$ cat config.mk
export PLATFORM = sky130hd
export DESIGN_NAME = display_hex
export DESIGN_NICKNAME = d
export VERILOG_FILES = /design/src/rtl/display_pkg.sv /design/src/rtl/lcd_write_strobe.sv /design/src/rtl/display_hex.sv
export SDC_FILE = /design/constraint.sdc
export NUM_CORES = 1
export LEC_CHECK = 0
export BUFFER_PORTS_ARGS = -buffer_cell sky130_fd_sc_hd__buf_2
export CAP_MARGIN = 20
export CORE_ASPECT_RATIO = 2
export CORE_MARGIN = 2
export CORE_UTILIZATION = 55
export DETAILED_ROUTE_END_ITERATION = 7
export GPL_ROUTABILITY_DRIVEN = 0
export PLACE_DENSITY = 0.75
export SLEW_MARGIN = 40
export SYNTH_ARGS = -nofsm -noshare
export SYNTH_HDL_FRONTEND = slang
export SYNTH_SLANG_ARGS = --single-unit
$ cat constraint.sdc
create_clock -name clock -period 2.9 [get_ports clock]
set_clock_uncertainty 0.05 [all_clocks]
set_input_delay 0.435 -clock clock [delete_from_list [all_inputs] [get_ports clock]]
set_output_delay 0.435 -clock clock [all_outputs]
set_load 0.01 [all_outputs]
$ cat src/rtl/display_pkg.sv
`default_nettype none
// ============================================================================
//  display_pkg
//  Shared state encoding, LCD command bytes and nibble-to-ASCII helper.
//  Revision: 1.0
// ============================================================================
package display_pkg;

   // Strobe phase encoding
   typedef logic [2:0] phase_t;

   localparam phase_t PH_IDLE  = 3'd0;
   localparam phase_t PH_SETUP = 3'd1;
   localparam phase_t PH_PULSE = 3'd2;
   localparam phase_t PH_HOLD  = 3'd3;
   localparam phase_t PH_WAIT  = 3'd4;

   // HD44780 command bytes
   localparam logic [7:0] CMD_CLEAR   = 8'h01;
   localparam logic [7:0] CMD_FUNC    = 8'h38;
   localparam logic [7:0] CMD_DISP_ON = 8'h0C;
   localparam logic [7:0] CMD_ENTRY   = 8'h06;

   function automatic logic [7:0] nibble_to_ascii(input logic [3:0] nibble);
      if (nibble < 4'd10)
         return 8'h30 + {4'h0, nibble};
      else
         return 8'h37 + {4'h0, nibble};
   endfunction

   function automatic int max_cycles(input int a, input int b, input int c,
                                     input int d, input int e);
      int m;
      m = a;
      if (b > m) m = b;
      if (c > m) m = c;
      if (d > m) m = d;
      if (e > m) m = e;
      return m;
   endfunction

endpackage
`default_nettype wire

$ cat src/rtl/lcd_write_strobe.sv
`default_nettype none
// ============================================================================
//  lcd_write_strobe
//  One LCD bus write: setup, enable pulse, hold, then busy-wait, counted down.
//  Revision: 1.0
// ============================================================================
module lcd_write_strobe #(
   parameter int SETUP   = 2,
   parameter int E_PULSE = 12,
   parameter int HOLD    = 2,
   parameter int CNT_W   = 16
) (
   input  logic             clock,
   input  logic             reset,
   input  logic             i_go,
   input  logic             i_rs,
   input  logic [7:0]       i_data,
   input  logic [CNT_W-1:0] i_wait_cycles,
   output logic             o_ready,
   output logic             o_busy,
   output logic             o_lcd_e,
   output logic             o_lcd_rs,
   output logic [7:0]       o_lcd_data
);
   import display_pkg::*;

   localparam logic [CNT_W-1:0] c_setup_ld = CNT_W'(SETUP - 1);
   localparam logic [CNT_W-1:0] c_pulse_ld = CNT_W'(E_PULSE - 1);
   localparam logic [CNT_W-1:0] c_hold_ld  = CNT_W'(HOLD - 1);
   localparam logic [CNT_W-1:0] c_one      = CNT_W'(1);

   phase_t           r_phase;
   phase_t           w_phase_nxt;
   logic [CNT_W-1:0] r_cnt;
   logic [CNT_W-1:0] w_cnt_nxt;
   logic [CNT_W-1:0] r_wait;
   logic             r_lcd_e;
   logic             r_lcd_rs;
   logic [7:0]       r_lcd_data;
   logic             w_cnt_zero;
   logic             w_last;
   logic             w_accept;

   assign w_cnt_zero = (r_cnt == '0);
   assign w_last     = (r_phase == PH_WAIT) && w_cnt_zero;
   // A new write may start on the final wait cycle so back-to-back writes have no idle gap
   assign o_ready    = (r_phase == PH_IDLE) || w_last;
   assign w_accept   = i_go && o_ready;
   assign o_busy     = (r_phase != PH_IDLE);

   always_comb begin
      w_phase_nxt = r_phase;
      w_cnt_nxt   = r_cnt;
      if (w_accept) begin
         w_phase_nxt = PH_SETUP;
         w_cnt_nxt   = c_setup_ld;
      end else begin
         case (r_phase)
            PH_IDLE: begin
               w_cnt_nxt = '0;
            end
            PH_SETUP: begin
               if (w_cnt_zero) begin
                  w_phase_nxt = PH_PULSE;
                  w_cnt_nxt   = c_pulse_ld;
               end else begin
                  w_cnt_nxt = r_cnt - c_one;
               end
            end
            PH_PULSE: begin
               if (w_cnt_zero) begin
                  w_phase_nxt = PH_HOLD;
                  w_cnt_nxt   = c_hold_ld;
               end else begin
                  w_cnt_nxt = r_cnt - c_one;
               end
            end
            PH_HOLD: begin
               if (w_cnt_zero) begin
                  w_phase_nxt = PH_WAIT;
                  w_cnt_nxt   = r_wait - c_one;
               end else begin
                  w_cnt_nxt = r_cnt - c_one;
               end
            end
            PH_WAIT: begin
               if (w_cnt_zero) begin
                  w_phase_nxt = PH_IDLE;
               end else begin
                  w_cnt_nxt = r_cnt - c_one;
               end
            end
            default: begin
               w_phase_nxt = PH_IDLE;
               w_cnt_nxt   = '0;
            end
         endcase
      end
   end

   always_ff @(posedge clock) begin
      if (reset) begin
         r_phase    <= PH_IDLE;
         r_cnt      <= '0;
         r_wait     <= '0;
         r_lcd_e    <= 1'b0;
         r_lcd_rs   <= 1'b0;
         r_lcd_data <= 8'h00;
      end else begin
         r_phase <= w_phase_nxt;
         r_cnt   <= w_cnt_nxt;
         r_lcd_e <= (w_phase_nxt == PH_PULSE);
         if (w_accept) begin
            r_lcd_rs   <= i_rs;
            r_lcd_data <= i_data;
            r_wait     <= i_wait_cycles;
         end
      end
   end

   assign o_lcd_e    = r_lcd_e;
   assign o_lcd_rs   = r_lcd_rs;
   assign o_lcd_data = r_lcd_data;

endmodule
`default_nettype wire

$ cat src/rtl/display_hex.sv
`default_nettype none
// ============================================================================
//  display_hex
//  Writes one hex nibble as ASCII (or a clear command) to an HD44780 LCD.
//  Optional power-up init sequence: define LCD_INIT_EN.
//  Revision: 1.0
// ============================================================================
module display_hex #(
   parameter int SETUP      = 2,
   parameter int E_PULSE    = 12,
   parameter int HOLD       = 2,
   parameter int CHAR_WAIT  = 1000,
   parameter int CLEAR_WAIT = 41000
) (
   input  logic       clock,
   input  logic       reset,
   input  logic [3:0] display_hex_data_in,
   input  logic       display_hex_start,
   input  logic       clearAll,
   output logic       display_hex_done,
   output logic [7:0] lcd_data,
   output logic       lcd_rs,
   output logic       lcd_rw,
   output logic       lcd_e
);
   import display_pkg::*;

   localparam int c_max_cycles = max_cycles(SETUP, E_PULSE, HOLD, CHAR_WAIT, CLEAR_WAIT);
   localparam int c_cnt_w      = $clog2(c_max_cycles + 1);

   localparam logic [c_cnt_w-1:0] c_char_wait  = c_cnt_w'(CHAR_WAIT);
   localparam logic [c_cnt_w-1:0] c_clear_wait = c_cnt_w'(CLEAR_WAIT);

   logic               w_go;
   logic               w_rs;
   logic [7:0]         w_data;
   logic [c_cnt_w-1:0] w_wait;
   logic               w_ready;
   logic               w_busy;
   logic               w_set_pend;
   logic               w_take_pend;
   logic               r_pending;
   logic [3:0]         r_pend_nibble;
   logic               w_init_active;
   logic               w_init_last;
   logic [7:0]         w_init_cmd;

`ifdef LCD_INIT_EN
   logic       r_init_active;
   logic [1:0] r_init_idx;

   always_ff @(posedge clock) begin
      if (reset) begin
         r_init_active <= 1'b1;
         r_init_idx    <= 2'd0;
      end else if (r_init_active && w_go) begin
         r_init_idx <= r_init_idx + 2'd1;
         if (r_init_idx == 2'd3)
            r_init_active <= 1'b0;
      end
   end

   assign w_init_active = r_init_active;
   assign w_init_last   = (r_init_idx == 2'd3);

   always_comb begin
      w_init_cmd = CMD_FUNC;
      case (r_init_idx)
         2'd0:    w_init_cmd = CMD_FUNC;
         2'd1:    w_init_cmd = CMD_DISP_ON;
         2'd2:    w_init_cmd = CMD_ENTRY;
         default: w_init_cmd = CMD_CLEAR;
      endcase
   end
`else
   assign w_init_active = 1'b0;
   assign w_init_last   = 1'b0;
   assign w_init_cmd    = 8'h00;
`endif

   // Priority: init ROM, then a character queued behind a clear, then new requests
   always_comb begin
      w_go        = 1'b0;
      w_rs        = 1'b0;
      w_data      = 8'h00;
      w_wait      = c_char_wait;
      w_set_pend  = 1'b0;
      w_take_pend = 1'b0;
      if (w_init_active) begin
         if (w_ready) begin
            w_go   = 1'b1;
            w_data = w_init_cmd;
            w_wait = w_init_last ? c_clear_wait : c_char_wait;
         end
      end else if (r_pending) begin
         if (w_ready) begin
            w_go        = 1'b1;
            w_rs        = 1'b1;
            w_data      = nibble_to_ascii(r_pend_nibble);
            w_take_pend = 1'b1;
         end
      end else if (!w_busy) begin
         if (clearAll) begin
            w_go       = 1'b1;
            w_data     = CMD_CLEAR;
            w_wait     = c_clear_wait;
            w_set_pend = display_hex_start;
         end else if (display_hex_start) begin
            w_go   = 1'b1;
            w_rs   = 1'b1;
            w_data = nibble_to_ascii(display_hex_data_in);
         end
      end
   end

   always_ff @(posedge clock) begin
      if (reset) begin
         r_pending     <= 1'b0;
         r_pend_nibble <= 4'h0;
      end else if (w_set_pend) begin
         r_pending     <= 1'b1;
         r_pend_nibble <= display_hex_data_in;
      end else if (w_take_pend) begin
         r_pending <= 1'b0;
      end
   end

   lcd_write_strobe #(
      .SETUP   (SETUP),
      .E_PULSE (E_PULSE),
      .HOLD    (HOLD),
      .CNT_W   (c_cnt_w)
   ) u_strobe (
      .clock         (clock),
      .reset         (reset),
      .i_go          (w_go),
      .i_rs          (w_rs),
      .i_data        (w_data),
      .i_wait_cycles (w_wait),
      .o_ready       (w_ready),
      .o_busy        (w_busy),
      .o_lcd_e       (lcd_e),
      .o_lcd_rs      (lcd_rs),
      .o_lcd_data    (lcd_data)
   );

   assign display_hex_done = ~w_busy & ~w_init_active;
   assign lcd_rw           = 1'b0;

endmodule
`default_nettype wire
### Word-level counts from Yosys, hierarchy flattened

Cells that the tools add are included.

* output and inout bits: 12
* input port bits: 8
* register bits after elaboration: 50
* word-level logic and storage cells: 69

* bitwise operators: 1
* reduce and logical (&&, ||, !) cells: 8
* order comparisons: 2
* mux-type cells: 36
* eq/ne operators: 7
* $add $sub $neg: 6

Operators by type and width (count)
* $mux 16: 7
* $pmux 16 s4: 1
* $mux 7: 6
* $sub 16x1->16 const B: 2
* $add 6x4->7 const A: 4
* $logic_not 16->1: 1
* $mux 1: 15
* $mux 3: 5
* $pmux 3 s5: 1
* $eq 3x2->1 const B: 3
* $lt 4x4->1 const B: 2
* $mux 8: 1
* $eq 3x1->1 const B: 1
* $eq 3x3->1 const B: 1
* $logic_not 3->1: 1
* $ne 3x3->1 const B: 1
* $reduce_bool 3->1: 1
* $logic_and 1x1->1: 2
* $ne 2x2->1 const B: 1
* $reduce_bool 2->1: 1
* $reduce_or 2->1: 1
* $logic_or 1x1->1: 1
* $not 1->1: 1

### Longest topological paths before layout

* depth after elaboration: 8
* mapped depth: 9
* mapped depth without buffers: 7

### Cells and area by module

A second synthesis with hierarchy kept.

* cells, all modules: 353
* area, all modules: 2967.8 µm²

Modules (own cells, without submodules)
* lcd_write_strobe: cells an instance 286, instances 1, seq. area each 900.9 µm², area an instance 2474.9 µm²
* display_hex: cells an instance 67, instances 1, seq. area each 100.1 µm², area an instance 493.0 µm²

### Worst setup path before layout

OpenSTA, ideal clock, no wires.

* kind: flip-flop to flip-flop
* from: register u_strobe.r_cnt[0]
* to: register u_strobe.r_lcd_data[4], in the netlist u_strobe.o_lcd_data[4]
* stages on the path, launching flop included: 10
* required time: 2734 ps
* library setup time: 116 ps
* buffers on the path: 2
* clock period less this slack: 2326 ps
* slack: 574 ps
* arrival time: 2160 ps
* cells stage by stage: dfxtp_1 > inv_1 > ha_1 > or4b_1 > or4_1 > buf_2 > a21oi_2 > buf_6 > nand3_1 > and3b_1

* longest elaborated chain between the ends: 6
* elaborated cells on any way between the ends: 8
* classes of those cells: mux: 4; reduce/logical: 4

Ends and longest elaborated chain
* from (decl): RTL line lcd_write_strobe.sv:34 `logic [CNT_W-1:0] r_cnt;`
* from (signal assigned): RTL line lcd_write_strobe.sv:111 `r_cnt <= w_cnt_nxt;`
* $logic_not 16->1 (*): RTL line lcd_write_strobe.sv:44 `assign w_cnt_zero = (r_cnt == '0);`
* $logic_and 1x1->1 (*): RTL line lcd_write_strobe.sv:45 `assign w_last = (r_phase == PH_WAIT) && w_cnt_zero;`
* $logic_or 1x1->1 (*): RTL line lcd_write_strobe.sv:47 `assign o_ready = (r_phase == PH_IDLE) || w_last;`
* $mux 1: RTL line display_hex.sv:96 `if (w_ready) begin`
* $mux 1: RTL line display_hex.sv:95 `end else if (r_pending) begin`
* $logic_and 1x1->1: RTL line lcd_write_strobe.sv:48 `assign w_accept = i_go && o_ready;`
* to (signal assigned): RTL line lcd_write_strobe.sv:115 `r_lcd_data <= i_data;`
* to (decl): RTL line lcd_write_strobe.sv:39 `logic [7:0] r_lcd_data;`

Mark *: on every way between the ends. The rest lies on a longest branch, timed or not.
A chain may end at the register's enable or synchronous reset.

### Worst setup path after layout

* from: register u_strobe.r_cnt[0]
* to: register u_strobe.r_cnt[15]

* longest elaborated chain between the ends: 7
* elaborated cells on any way between the ends: 14
* classes of those cells: add/sub: 1; eq/ne: 1; mux: 7; reduce/logical: 5

Ends and longest elaborated chain
* branches (longest 7 deep; another with $sub 16x1->16)

Several ways; the timed one is not identified. The select of a mux whose other input is x is not followed.

==> run summary <==
Peak supply drop -> 836 uV
row count -> 32
clock root cell -> clkbuf_8
share of cells above drive strength 1 -> 15.0%
Tmin final -> 2.64 ns
flops & latches, synth -> 36
Post-CTS Setup Repair Bufs -> 0
critical path type -> reg -> reg
Arrival @ worst endpoint -> 2.78 ns
Final ANT Viol Nets -> 0
Post-Syn Area per Cell -> 8.09 um2
Synth async-reset ratio -> 0%
P_leak -> 0.000965 uW
dpl hpwl -> 4950 um
Setup crit end kind -> flip-flop
outcome -> finished clean
Synth Cell Area -> 2190 um2
core area -> 3840 um2
Final Max Slew Viols -> 0
fin crit share -> 91.2%
max_cap viols -> 0
post-synth cell types -> 59
Resized Gates After CTS -> 0
initial antenna violation count -> 0
CTS Buffer Depth -> 2
Top FF cell, synth -> dfxtp_1
Die H -> 93.3 um
slew of the pin with the lowest slew margin -> 0.654 ns
Starting DRT DRC Count -> 104
gr usage total -> 30.7%
Startpoint Class -> flip-flop
Initial Util -> 57.0%
Setup Viol. Count Final -> 0
EDFF count, synth -> 0
CTS tree -> built
detailed-route wire length per cell -> 18.4 um
RSZ-0062 raised after global routing -> no
first-pass GRT wire length -> 10,500 um
largest net degree at the start of global routing -> 25
Cell Pwr Density -> 1340 nW/um2
Post-CTS Hold Fix Bufs -> 0
die area -> 4540 um2
Yosys Warn Count -> 0
via count -> 2,188
Die W -> 48.6 um
remaining global-route overflow -> 0
Syn Inst Count -> 271
maximum fanout along the worst path -> 16
Hold Vio Cnt, Final -> 0
Worst Hold Class -> in -> reg
Synth-to-Final Area Change -> 11.9%
DR vias/cell -> 6.34
Layout fillers -> 380
port buffer count -> 17
PnR Total Power -> 3280 uW
first drt pass iteration count -> 4
Rel. slew slack -> 56.0%
register clock-pin slew on the reported worst setup and hold paths -> 0.07 ns
IO Count -> 20
final net count -> 309
Post-Route WL -> 6340 um
sequential share of the synthesized area -> 32.9%
DRC viols -> 0
Required @ worst endpoint -> 3.04 ns
number of global-route vias before repair -> 2,183
# H-tree levels -> 2
TritonCTS Buffers -> 5
Max Fclk -> 378 MHz
setup_tns -> 0 ns
diode count -> 0
TritonCTS Sinks -> 36
Worst-Skew Late Latency -> 0.29 ns
==> metal layers <==
metal / wire, um / track usage [%] / vias up
li1: - / - / 1035
met1: 2050 / 26.8 / 1030
met2: 3640 / 59.6 / 87
met3: 216 / 4.79 / 36
met4: 435 / 24.0 / 0
met5: 0 / 0 / -
==> cell type report <==
type	instances	area [um2]	area share, %
tap	51	63.8	2.60
multi-input combinational	209	1350	55.0
clock buffer	7	96.3	3.93
inverter	13	48.8	1.99
sequential	36	721	29.4
timing repair buffer	29	175	7.14
==> through the flow <==
step           hold slack, ns  util, %  area (um2)  instances  setup slack [ns]
2_1_floorplan           0.396        -        2200        272             0.574
3_3_place_gp            0.394     61.3        2360        338             0.337
3_5_place_dp            0.404     61.3        2360        338             0.306
4_1_cts                 0.366     63.8        2450        345             0.285
5_1_grt                 0.393     63.8        2450        345             0.160
6_report                0.366     63.8        2450        345             0.255
==> cells by family after synthesis <==
logic type      share of synthesized area [%]
simple gates                             25.8
compound gates                           23.4
flops                                    32.9
buf+inv                                  5.76
xor+xnor                                 4.79
fa+ha+maj                                4.00
mux                                      3.20
other cells                             0.171
==> path summary, 6_finish.rpt <==
check	startpoint	end	slack, ns	depth (start not counted)
worst min register to register	u_strobe.o_lcd_rs	u_strobe.o_lcd_rs	0.41	2
worst max register to register	u_strobe.r_cnt[0]	u_strobe.r_cnt[15]	0.26	8
worst max-delay path	u_strobe.r_cnt[0]	u_strobe.r_cnt[15]	0.26	8
worst min-delay path	display_hex_data_in[0]	r_pend_nibble[0]	0.37	3
==> placed cells by master, fill, tap and decap left out, drive strengths merged, types with 4 or more instances in the layout <==
cell type,n
nor4,7
buf,29
nor2,25
or3,4
clkbuf,7
nor2b,4
inv,13
xor2,4
ha,7
a21oi,17
nor3,8
nand2,28
xnor2,8
mux2i,7
o211ai,4
nand3,11
or4,5
a31oi,8
dfxtp,36
a21o,4
o21ai,12
a211oi,4
==> worst max-delay path, stage by stage (launching register included) <==
cell	delay (ns)
dfxtp_1	0.34
inv_1	0.09
ha_1	0.14
or4b_1	0.46
or4_1	0.58
buf_4	0.24
nand2_1	0.17
a21o_1	0.28
o21ba_2	0.19
==> report_power, final <==
group / total (uW) / internal (uW) / leakage, uW / switching (uW)
registers: 762 / 617 / 0.000293 / 145
clock network: 386 / 212 / 0.0000503 / 175
logic: 2140 / 857 / 0.000621 / 1280
==> synth_stat cells, drive strengths merged (6+ instances only) <==
master / instances / area share [%]
ha: 7 / 4.0
xnor2: 8 / 3.2
buf: 6 / 2.2
mux2i: 7 / 3.2
nand3: 11 / 2.5
clkbuf: 8 / 1.4
nor3: 8 / 2.1
a21oi: 17 / 4.1
a31oi: 8 / 2.3
nor4: 7 / 2.3
nor2: 25 / 4.3
dfxtp: 36 / 33
inv: 13 / 2.2
o21ai: 12 / 2.7
nand2: 28 / 4.8
==> registers in the layout, summed over array words and instances (netlist names) <==
signal / cells
u_strobe.r_phase: 3
u_strobe.r_wait: 3
u_strobe.o_lcd_rs: 1
u_strobe.o_lcd_e: 1
u_strobe.r_cnt: 16
u_strobe.o_lcd_data: 7
r_pend_nibble: 4
r_pending: 1
Power figures use the tool's default switching activity.
